$ cat src/rtl/alu_issue_pkg.sv
// Shared ALU definitions for the ID/EX issue stage.
// Holds the opsel encoding, the MIPS opcode/funct constants and the decode record.
package alu_issue_pkg;

  localparam int unsigned REG_WIDTH       = 32;
  localparam int unsigned ALU_OPSEL_WIDTH = 5;

  // opsel layout: [4:3] class, [2:0] sub-op
  localparam int unsigned OPSEL_CLS_MSB = 4;
  localparam int unsigned OPSEL_CLS_LSB = 3;
  localparam int unsigned OPSEL_SUB_MSB = 2;
  localparam int unsigned OPSEL_SUB_LSB = 0;

  typedef enum logic [1:0] {
    CLS_SHIFT = 2'b00,
    CLS_ARITH = 2'b01,
    CLS_LOGIC = 2'b10
  } alu_class_e;

  localparam logic [2:0] SUB_SLL  = 3'b000;
  localparam logic [2:0] SUB_SRL  = 3'b001;
  localparam logic [2:0] SUB_SRA  = 3'b010;
  localparam logic [2:0] SUB_ADD  = 3'b000;
  localparam logic [2:0] SUB_ADDU = 3'b001;
  localparam logic [2:0] SUB_SUB  = 3'b010;
  localparam logic [2:0] SUB_SUBU = 3'b011;
  localparam logic [2:0] SUB_SLT  = 3'b100;
  localparam logic [2:0] SUB_SLTU = 3'b101;
  localparam logic [2:0] SUB_AND  = 3'b000;
  localparam logic [2:0] SUB_OR   = 3'b001;
  localparam logic [2:0] SUB_XOR  = 3'b010;
  localparam logic [2:0] SUB_NOR  = 3'b011;

  localparam logic [5:0] OP_RTYPE = 6'h00;
  localparam logic [5:0] OP_BEQ   = 6'h04;
  localparam logic [5:0] OP_BNE   = 6'h05;
  localparam logic [5:0] OP_ADDI  = 6'h08;
  localparam logic [5:0] OP_ADDIU = 6'h09;
  localparam logic [5:0] OP_SLTI  = 6'h0A;
  localparam logic [5:0] OP_SLTIU = 6'h0B;
  localparam logic [5:0] OP_ANDI  = 6'h0C;
  localparam logic [5:0] OP_ORI   = 6'h0D;
  localparam logic [5:0] OP_XORI  = 6'h0E;
  localparam logic [5:0] OP_LUI   = 6'h0F;
  localparam logic [5:0] OP_LW    = 6'h23;
  localparam logic [5:0] OP_SW    = 6'h2B;

  localparam logic [5:0] FN_SLL  = 6'h00;
  localparam logic [5:0] FN_SRL  = 6'h02;
  localparam logic [5:0] FN_SRA  = 6'h03;
  localparam logic [5:0] FN_SLLV = 6'h04;
  localparam logic [5:0] FN_SRLV = 6'h06;
  localparam logic [5:0] FN_SRAV = 6'h07;
  localparam logic [5:0] FN_ADD  = 6'h20;
  localparam logic [5:0] FN_ADDU = 6'h21;
  localparam logic [5:0] FN_SUB  = 6'h22;
  localparam logic [5:0] FN_SUBU = 6'h23;
  localparam logic [5:0] FN_AND  = 6'h24;
  localparam logic [5:0] FN_OR   = 6'h25;
  localparam logic [5:0] FN_XOR  = 6'h26;
  localparam logic [5:0] FN_NOR  = 6'h27;
  localparam logic [5:0] FN_SLT  = 6'h2A;
  localparam logic [5:0] FN_SLTU = 6'h2B;

  typedef enum logic [1:0] {OPA_RS, OPA_RT, OPA_IMM} opa_sel_e;
  typedef enum logic [2:0] {OPB_RT, OPB_RS, OPB_SHAMT, OPB_IMM, OPB_SIXTEEN} opb_sel_e;
  typedef enum logic {EXT_SIGN, EXT_ZERO} imm_ext_e;
  typedef enum logic {DST_RD, DST_RT} dst_sel_e;
  typedef enum logic {ST_EMPTY, ST_FULL} stage_e;

  typedef struct packed {
    logic [4:0]  opsel;
    opa_sel_e    opa_sel;
    opb_sel_e    opb_sel;
    imm_ext_e    imm_ext;
    dst_sel_e    dst_sel;
    logic        reg_write;
    logic        mem_read;
    logic        mem_write;
    logic        rt_read;
    logic        illegal;
    logic [4:0]  rs;
    logic [4:0]  rt;
    logic [4:0]  rd;
    logic [4:0]  shamt;
    logic [15:0] imm;
  } alu_dec_t;

  function automatic logic [4:0] mk_opsel(input alu_class_e cls, input logic [2:0] sub);
    return {cls, sub};
  endfunction

endpackage

$ cat src/rtl/alu_issue_ctrl_dec.sv
// Combinational instruction decoder: opsel, operand sources, immediate kind,
// destination select and control bits for the ID/EX issue stage.
module alu_ctrl_dec
  import alu_issue_pkg::*;
(
  input  logic [31:0] id_instr,
  output alu_dec_t    dec
);

  logic [5:0] opcode;
  logic [5:0] funct;

  assign opcode = id_instr[31:26];
  assign funct  = id_instr[5:0];

  always_comb begin
    dec           = '0;
    dec.opa_sel   = OPA_RS;
    dec.opb_sel   = OPB_IMM;
    dec.imm_ext   = EXT_SIGN;
    dec.dst_sel   = DST_RT;
    dec.rs        = id_instr[25:21];
    dec.rt        = id_instr[20:16];
    dec.rd        = id_instr[15:11];
    dec.shamt     = id_instr[10:6];
    dec.imm       = id_instr[15:0];
    dec.reg_write = 1'b1;

    unique case (opcode)
      OP_RTYPE: begin
        dec.dst_sel = DST_RD;
        dec.rt_read = 1'b1;
        dec.opb_sel = OPB_RT;
        unique case (funct)
          FN_SLL:  begin dec.opsel = mk_opsel(CLS_SHIFT, SUB_SLL); dec.opa_sel = OPA_RT; dec.opb_sel = OPB_SHAMT; end
          FN_SRL:  begin dec.opsel = mk_opsel(CLS_SHIFT, SUB_SRL); dec.opa_sel = OPA_RT; dec.opb_sel = OPB_SHAMT; end
          FN_SRA:  begin dec.opsel = mk_opsel(CLS_SHIFT, SUB_SRA); dec.opa_sel = OPA_RT; dec.opb_sel = OPB_SHAMT; end
          FN_SLLV: begin dec.opsel = mk_opsel(CLS_SHIFT, SUB_SLL); dec.opa_sel = OPA_RT; dec.opb_sel = OPB_RS; end
          FN_SRLV: begin dec.opsel = mk_opsel(CLS_SHIFT, SUB_SRL); dec.opa_sel = OPA_RT; dec.opb_sel = OPB_RS; end
          FN_SRAV: begin dec.opsel = mk_opsel(CLS_SHIFT, SUB_SRA); dec.opa_sel = OPA_RT; dec.opb_sel = OPB_RS; end
          FN_ADD:  dec.opsel = mk_opsel(CLS_ARITH, SUB_ADD);
          FN_ADDU: dec.opsel = mk_opsel(CLS_ARITH, SUB_ADDU);
          FN_SUB:  dec.opsel = mk_opsel(CLS_ARITH, SUB_SUB);
          FN_SUBU: dec.opsel = mk_opsel(CLS_ARITH, SUB_SUBU);
          FN_SLT:  dec.opsel = mk_opsel(CLS_ARITH, SUB_SLT);
          FN_SLTU: dec.opsel = mk_opsel(CLS_ARITH, SUB_SLTU);
          FN_AND:  dec.opsel = mk_opsel(CLS_LOGIC, SUB_AND);
          FN_OR:   dec.opsel = mk_opsel(CLS_LOGIC, SUB_OR);
          FN_XOR:  dec.opsel = mk_opsel(CLS_LOGIC, SUB_XOR);
          FN_NOR:  dec.opsel = mk_opsel(CLS_LOGIC, SUB_NOR);
          default: begin dec.illegal = 1'b1; dec.reg_write = 1'b0; end
        endcase
      end
      OP_ADDI:  dec.opsel = mk_opsel(CLS_ARITH, SUB_ADD);
      OP_ADDIU: dec.opsel = mk_opsel(CLS_ARITH, SUB_ADDU);
      OP_SLTI:  dec.opsel = mk_opsel(CLS_ARITH, SUB_SLT);
      OP_SLTIU: dec.opsel = mk_opsel(CLS_ARITH, SUB_SLTU);
      OP_ANDI:  begin dec.opsel = mk_opsel(CLS_LOGIC, SUB_AND); dec.imm_ext = EXT_ZERO; end
      OP_ORI:   begin dec.opsel = mk_opsel(CLS_LOGIC, SUB_OR);  dec.imm_ext = EXT_ZERO; end
      OP_XORI:  begin dec.opsel = mk_opsel(CLS_LOGIC, SUB_XOR); dec.imm_ext = EXT_ZERO; end
      // lui becomes imm16 << 16 through the shifter
      OP_LUI: begin
        dec.opsel   = mk_opsel(CLS_SHIFT, SUB_SLL);
        dec.opa_sel = OPA_IMM;
        dec.opb_sel = OPB_SIXTEEN;
      end
      OP_LW: begin
        dec.opsel    = mk_opsel(CLS_ARITH, SUB_ADD);
        dec.mem_read = 1'b1;
      end
      OP_SW: begin
        dec.opsel     = mk_opsel(CLS_ARITH, SUB_ADD);
        dec.mem_write = 1'b1;
        dec.reg_write = 1'b0;
        dec.rt_read   = 1'b1;
      end
      OP_BEQ, OP_BNE: begin
        dec.opsel     = mk_opsel(CLS_ARITH, SUB_SUBU);
        dec.opb_sel   = OPB_RT;
        dec.reg_write = 1'b0;
        dec.rt_read   = 1'b1;
      end
      default: begin
        dec.illegal   = 1'b1;
        dec.reg_write = 1'b0;
      end
    endcase
  end

endmodule

$ cat src/rtl/alu_issue.sv
// ID/EX issue stage: operand forwarding, load-use hazard detection and the
// ID/EX pipeline register that feeds the ALU.
module alu_issue
  import alu_issue_pkg::*;
#(
  parameter int unsigned REG_WIDTH       = alu_issue_pkg::REG_WIDTH,
  parameter int unsigned ALU_OPSEL_WIDTH = alu_issue_pkg::ALU_OPSEL_WIDTH
) (
  input  logic                       clk,
  input  logic                       rst,
  input  logic                       id_valid,
  input  logic [31:0]                id_instr,
  input  logic [REG_WIDTH-1:0]       id_rs_data,
  input  logic [REG_WIDTH-1:0]       id_rt_data,
  input  logic                       ex_ready,
  input  logic                       flush,
  input  logic                       exm_wr,
  input  logic [4:0]                 exm_dst,
  input  logic [REG_WIDTH-1:0]       exm_data,
  input  logic                       mwb_wr,
  input  logic [4:0]                 mwb_dst,
  input  logic [REG_WIDTH-1:0]       mwb_data,
  output logic                       id_stall,
  output logic                       ex_valid,
  output logic [REG_WIDTH-1:0]       op_a,
  output logic [REG_WIDTH-1:0]       op_b,
  output logic [ALU_OPSEL_WIDTH-1:0] alu_opsel,
  output logic [4:0]                 ex_dst,
  output logic                       ex_reg_write,
  output logic                       ex_mem_read,
  output logic                       ex_mem_write,
  output logic [REG_WIDTH-1:0]       ex_store_data,
  output logic                       ex_illegal
);

  alu_dec_t dec;

  alu_ctrl_dec u_dec (
    .id_instr (id_instr),
    .dec      (dec)
  );

  logic [REG_WIDTH-1:0] rs_fwd, rt_fwd, imm_ext, imm_zext;
  logic [REG_WIDTH-1:0] op_a_d, op_b_d;
  logic [4:0]           dst_d;

  // r0 is hard-wired to zero, so it never takes a forwarded value
  always_comb begin
    rs_fwd = id_rs_data;
    if (dec.rs == 5'd0)                     rs_fwd = '0;
    else if (exm_wr && exm_dst == dec.rs)   rs_fwd = exm_data;
    else if (mwb_wr && mwb_dst == dec.rs)   rs_fwd = mwb_data;

    rt_fwd = id_rt_data;
    if (dec.rt == 5'd0)                     rt_fwd = '0;
    else if (exm_wr && exm_dst == dec.rt)   rt_fwd = exm_data;
    else if (mwb_wr && mwb_dst == dec.rt)   rt_fwd = mwb_data;
  end

  assign imm_zext = {{(REG_WIDTH-16){1'b0}}, dec.imm};
  assign imm_ext  = (dec.imm_ext == EXT_ZERO) ? imm_zext
                                              : {{(REG_WIDTH-16){dec.imm[15]}}, dec.imm};
  assign dst_d    = (dec.dst_sel == DST_RD) ? dec.rd : dec.rt;

  always_comb begin
    op_a_d = rs_fwd;
    unique case (dec.opa_sel)
      OPA_RT:  op_a_d = rt_fwd;
      OPA_IMM: op_a_d = imm_zext;
      default: op_a_d = rs_fwd;
    endcase

    op_b_d = imm_ext;
    unique case (dec.opb_sel)
      OPB_RT:      op_b_d = rt_fwd;
      OPB_RS:      op_b_d = rs_fwd;
      OPB_SHAMT:   op_b_d = REG_WIDTH'(dec.shamt);
      OPB_SIXTEEN: op_b_d = REG_WIDTH'(16);
      default:     op_b_d = imm_ext;
    endcase
  end

  stage_e                     state_q;
  logic [REG_WIDTH-1:0]       op_a_q, op_b_q, store_q;
  logic [ALU_OPSEL_WIDTH-1:0] opsel_q;
  logic [4:0]                 dst_q;
  logic                       reg_write_q, mem_read_q, mem_write_q, illegal_q;

  assign ex_valid      = (state_q == ST_FULL);
  assign op_a          = op_a_q;
  assign op_b          = op_b_q;
  assign alu_opsel     = opsel_q;
  assign ex_dst        = dst_q;
  assign ex_reg_write  = reg_write_q;
  assign ex_mem_read   = mem_read_q;
  assign ex_mem_write  = mem_write_q;
  assign ex_store_data = store_q;
  assign ex_illegal    = illegal_q;

  assign id_stall = id_valid && ex_valid && mem_read_q && (dst_q != 5'd0) &&
                    ((dst_q == dec.rs) || (dec.rt_read && dst_q == dec.rt));

  always_ff @(posedge clk or posedge rst) begin
    if (rst) begin
      state_q     <= ST_EMPTY;
      op_a_q      <= '0;
      op_b_q      <= '0;
      store_q     <= '0;
      opsel_q     <= '0;
      dst_q       <= '0;
      reg_write_q <= 1'b0;
      mem_read_q  <= 1'b0;
      mem_write_q <= 1'b0;
      illegal_q   <= 1'b0;
    end else if (ex_ready) begin
      if (flush || id_stall || !id_valid || dec.illegal) begin
        // a killed or stalled slot never reports illegal; only a real issue attempt does
        state_q     <= ST_EMPTY;
        op_a_q      <= '0;
        op_b_q      <= '0;
        store_q     <= '0;
        opsel_q     <= '0;
        dst_q       <= '0;
        reg_write_q <= 1'b0;
        mem_read_q  <= 1'b0;
        mem_write_q <= 1'b0;
        illegal_q   <= id_valid && !flush && !id_stall && dec.illegal;
      end else begin
        state_q     <= ST_FULL;
        op_a_q      <= op_a_d;
        op_b_q      <= op_b_d;
        store_q     <= rt_fwd;
        opsel_q     <= ALU_OPSEL_WIDTH'(dec.opsel);
        dst_q       <= dst_d;
        reg_write_q <= dec.reg_write && (dst_d != 5'd0);
        mem_read_q  <= dec.mem_read;
        mem_write_q <= dec.mem_write;
        illegal_q   <= 1'b0;
      end
    end
  end

endmodule

$ cat config.mk
export PLATFORM = sky130hd
export DESIGN_NAME = alu_issue
export DESIGN_NICKNAME = d
export VERILOG_FILES = /design/src/rtl/alu_issue_pkg.sv /design/src/rtl/alu_issue_ctrl_dec.sv /design/src/rtl/alu_issue.sv
export SDC_FILE = /design/constraint.sdc
export NUM_CORES = 1
export LEC_CHECK = 0
export ABC_AREA = 1
export CAP_MARGIN = 20
export CORE_UTILIZATION = 43
export DETAILED_ROUTE_END_ITERATION = 16
export PLACE_DENSITY_LB_ADDON = 0.08
export SLEW_MARGIN = 20
export SYNTH_ARGS = -nofsm -noshare
export SYNTH_HDL_FRONTEND = slang
export SYNTH_HIERARCHICAL = 1
export SYNTH_SLANG_ARGS = --single-unit
$ cat constraint.sdc
create_clock -name clk -period 3.2 [get_ports clk]
set_input_delay 0.32 -clock clk [delete_from_list [all_inputs] [get_ports clk]]
set_output_delay 0.32 -clock clk [all_outputs]
set_load 0.005 [all_outputs]
==> metrics.md <==
| Metric | Value |
|---|---|
| CP cell instances | clkdlybuf4s50_1, nor2_2, nand4_4, buf_4, nand3_1, o21ai_1, nor2_1, nand3_1, nand2_1, nand2_2, inv_1, clkdlybuf4s50_1 |
| Final period util | 0.891 |
| Worst-Skew Late Latency | 0.36 ns |
| Detailed Place HPWL | 24500 um |
| Number of global-route vias before repair | 9689 |
| Starting density of the core | 0.443 |
| Initial antenna violation count | 1 |
| Fin. max-slew vios | 0 |
| Drt pass-1 iters | 6 |
| Slew at the pin closest to its max-slew limit | just under 0.7 ns |
| CP Buf/Inv Count | 4 |
| DP Area | 0.0117 mm^2 |
| Register bit total from synthesis | between 100 and 150 |
| Number of buffers created by CTS | 9 |
| Routed wire per std cell | 18.2 um |
| Global-route wire length before repair | 52500 um |
| # rows | 51 |
| Unique cell type count in the Yosys netlist | 31 |
| Worst EP required | 2.88 ns |
| Final non-filler cell area | 0.0120 mm^2 |
| Peak supply drop | 258 uV |
| Synth Area in Simple Gates | 0.523 |
| Via/cell ratio | 5.48 |
| Final wirelength | 34500 um |
| Final Hold Fails | 0 |
| # DRC | 0 |
| Largest family of logic cells by synthesized area | simple AND/OR/NAND/NOR gates |
| Synth Instances | 1407 |
| Leak pwr | 0.00581 uW |
| Hold Crit Class | in2async |
| Synth Cell Area | 0.00870 mm^2 |
| Layout Nets | 1802 |
| Syn_nets | between 1500 and 2000 |
| Post-synthesis compound-gate area fraction | 0.0499 |
| Pwr Density | 295 mW/mm^2 |
| Die Wd | 144 um |
| Die Area | 0.0208 mm^2 |
| Clk root buf | clkbuf_16 |
| Routed via count | 10400 |
| Core Box Area | 0.0197 mm^2 |
| Mux cell area share after synthesis | 0 |
| Slew HR | 0.536 |
| Setup crit end kind | output pin |
| Clock transition at path regs | around 0.080 ns |
| Final setup viols | 0 |
| CP max FO | 12 |
| Clock tree buffer depth | 2 |
| Cts hold-fix bufs | 0 |
| Routability cong. | about 0.95 |
| Max-cap viol count | 0 |
| Synth Warn # | 6 |
| Total clock sinks | around 110 |
| Delay-heaviest family, CP | buffers and inverters |
| Critical path class | in2out |
| Startpoint types | primary input |
| Min Tclk post-route | around 2.9 ns |
| PortBufs | about 290 |
| GRT overflow | 0 |
| Adder-cell area share of the yosys netlist | 0.00288 |
| IO Pins | 289 |
| Seq/Total Area, Yosys | 0.319 |
| Slowest cell delay on critical path | 0.49 ns |
| Max stage delay cell, worst path | clkdlybuf4s50_1 |
| # H-tree levels | 3 |
| Clk_skew | between 0.01 and 0.015 ns |
| CTS tree | built |
| Syn_area_per_cell | about 6 um^2 |
| Setup Fix Bufs, Post-CTS | 0 |
| Initial drt markers | 1014 |
| Post-Synth XOR/XNOR Area | 0.00604 |
| Resized Gates After CTS | 0 |
| Final ANT Viol Nets | 0 |
| Fmax | 351 MHz |
| CP arrival | 2.53 ns |
| Tot GR Track Use | 0.331 |
| Chip height | ~140 um |
| Layout cells sized above 1 | 0.0719 |
| Area growth syn-to-layout | 38.2% |
| Outcome | completed |
| Setup TNS | 0 ns |
| Largest net degree at the start of global routing | 91 |
| RSZ-0062 raised after global routing | false |
==> path summary, 6_finish.rpt <==
kind	start	end	slack, ns	depth (start not counted)
max	id_instr[29]	id_stall	0.35	12
min	rst	ex_store_data[21]	0.41	2
max reg2reg	ex_dst[1]	op_b[30]	1.40	12
min reg2reg	op_a[17]	op_a[17]	0.48	2
max in group asynchronous	rst	ex_dst[2]	2.04	3
min in group clk	op_a[17]	op_a[17]	0.48	2
==> power by group <==
part	total [uW]	switching, uW	internal, uW
logic	883	489	394
registers	1450	22.6	1430
clock network	1220	587	628
total	3550	1100	2450
==> metal layers <==
layer,vias to the layer above,global-route usage,wire length [um]
met1,4757,0.430,14200
li1,4971,-,-
met4,0,0.145,1200
met3,76,0.0646,3440
met5,-,0,0
met2,580,0.536,15700
==> cells in the mapped netlist (all sizes together) <==
| library cell | instances | area, um^2 |
|---|---|---|
| dfrtp | 111 | 2780 |
| inv | 54 | 203 |
| nand4 | 37 | 253 |
| o21ai | 49 | 245 |
| nand3 | 285 | 1560 |
| nor2 | 203 | 811 |
| ha | 2 | 25.0 |
| o22ai | 5 | 31.3 |
| buf | 90 | 549 |
| clkbuf | 29 | 109 |
| nand2 | 499 | 1880 |
| nor3 | 8 | 56.3 |
| o211ai | 2 | 15.0 |
| xor2 | 5 | 43.8 |
| xnor2 | 1 | 8.76 |
| a21oi | 27 | 143 |
==> placed cells by master, fill, tap and decap left out, drive strengths merged <==
| master | Yosys | final |
|---|---|---|
| xnor2 | 1 | 1 |
| dfrtp | 111 | 111 |
| o211ai | 2 | 2 |
| xor2 | 5 | 5 |
| bufinv | 0 | 1 |
| a21oi | 27 | 27 |
| o21ai | 49 | 49 |
| clkinvlp | 0 | 2 |
| nand4 | 37 | 37 |
| nor3 | 8 | 8 |
| inv | 54 | 55 |
| buf | 90 | 36 |
| o22ai | 5 | 5 |
| clkbuf | 29 | 9 |
| clkdlybuf4s50 | 0 | 288 |
| diode | 0 | 1 |
| ha | 2 | 2 |
| nand3 | 285 | 285 |
| nand2 | 499 | 499 |
| clkinv | 0 | 3 |
| nor2 | 203 | 203 |
==> per-stage QoR <==
step | hold slack, ns | worst slack [ns] | utilization | power [uW] | instances
after global routing | 0.445 | 0.214 | 0.612 | 3690 | 1894
after detailed placement | 0.464 | 0.152 | 0.596 | 2350 | 1877
final | 0.408 | 0.349 | 0.612 | 3550 | 1894
after global placement | 0.464 | 0.258 | 0.596 | 2350 | 1877
after floorplan | 0.429 | 0.976 | - | 1910 | 1407
after CTS | 0.413 | 0.358 | 0.612 | 3560 | 1893
==> flip-flops by register name, summed over array words and instances (netlist names) <==
signal,cells
ex_store_data,32
op_a,32
op_b,32
alu_opsel,5
ex_dst,5
ex_illegal,1
ex_mem_read,1
ex_mem_write,1
ex_reg_write,1
ex_valid,1
==> logic make-up (layout without fill, tap and decap cells) <==
logic type               after synthesis  count (layout)
AND/OR/NAND/NOR                     1032            1032
other                                  0               1
buffers and inverters                173             394
XOR/XNOR                               6               6
adder cells (fa/ha/maj)                2               2
AO/OA/AOI/OAI                         83              83
flip-flops                           111             111
==> final cells by class <==
| class | count | area, um^2 |
|---|---|---|
| timing repair buffer | 324 | 3270 |
| tap | 265 | 332 |
| fill | 1936 | 7630 |
| antenna | 1 | 2.50 |
| clock inverter | 7 | 88.8 |
| clock buffer | 9 | 225 |
| inverter | 54 | 208 |
| sequential | 111 | 2780 |
| multi-input combinational | 1123 | 5130 |
Note: power is estimated with default switching activity, not from simulation.
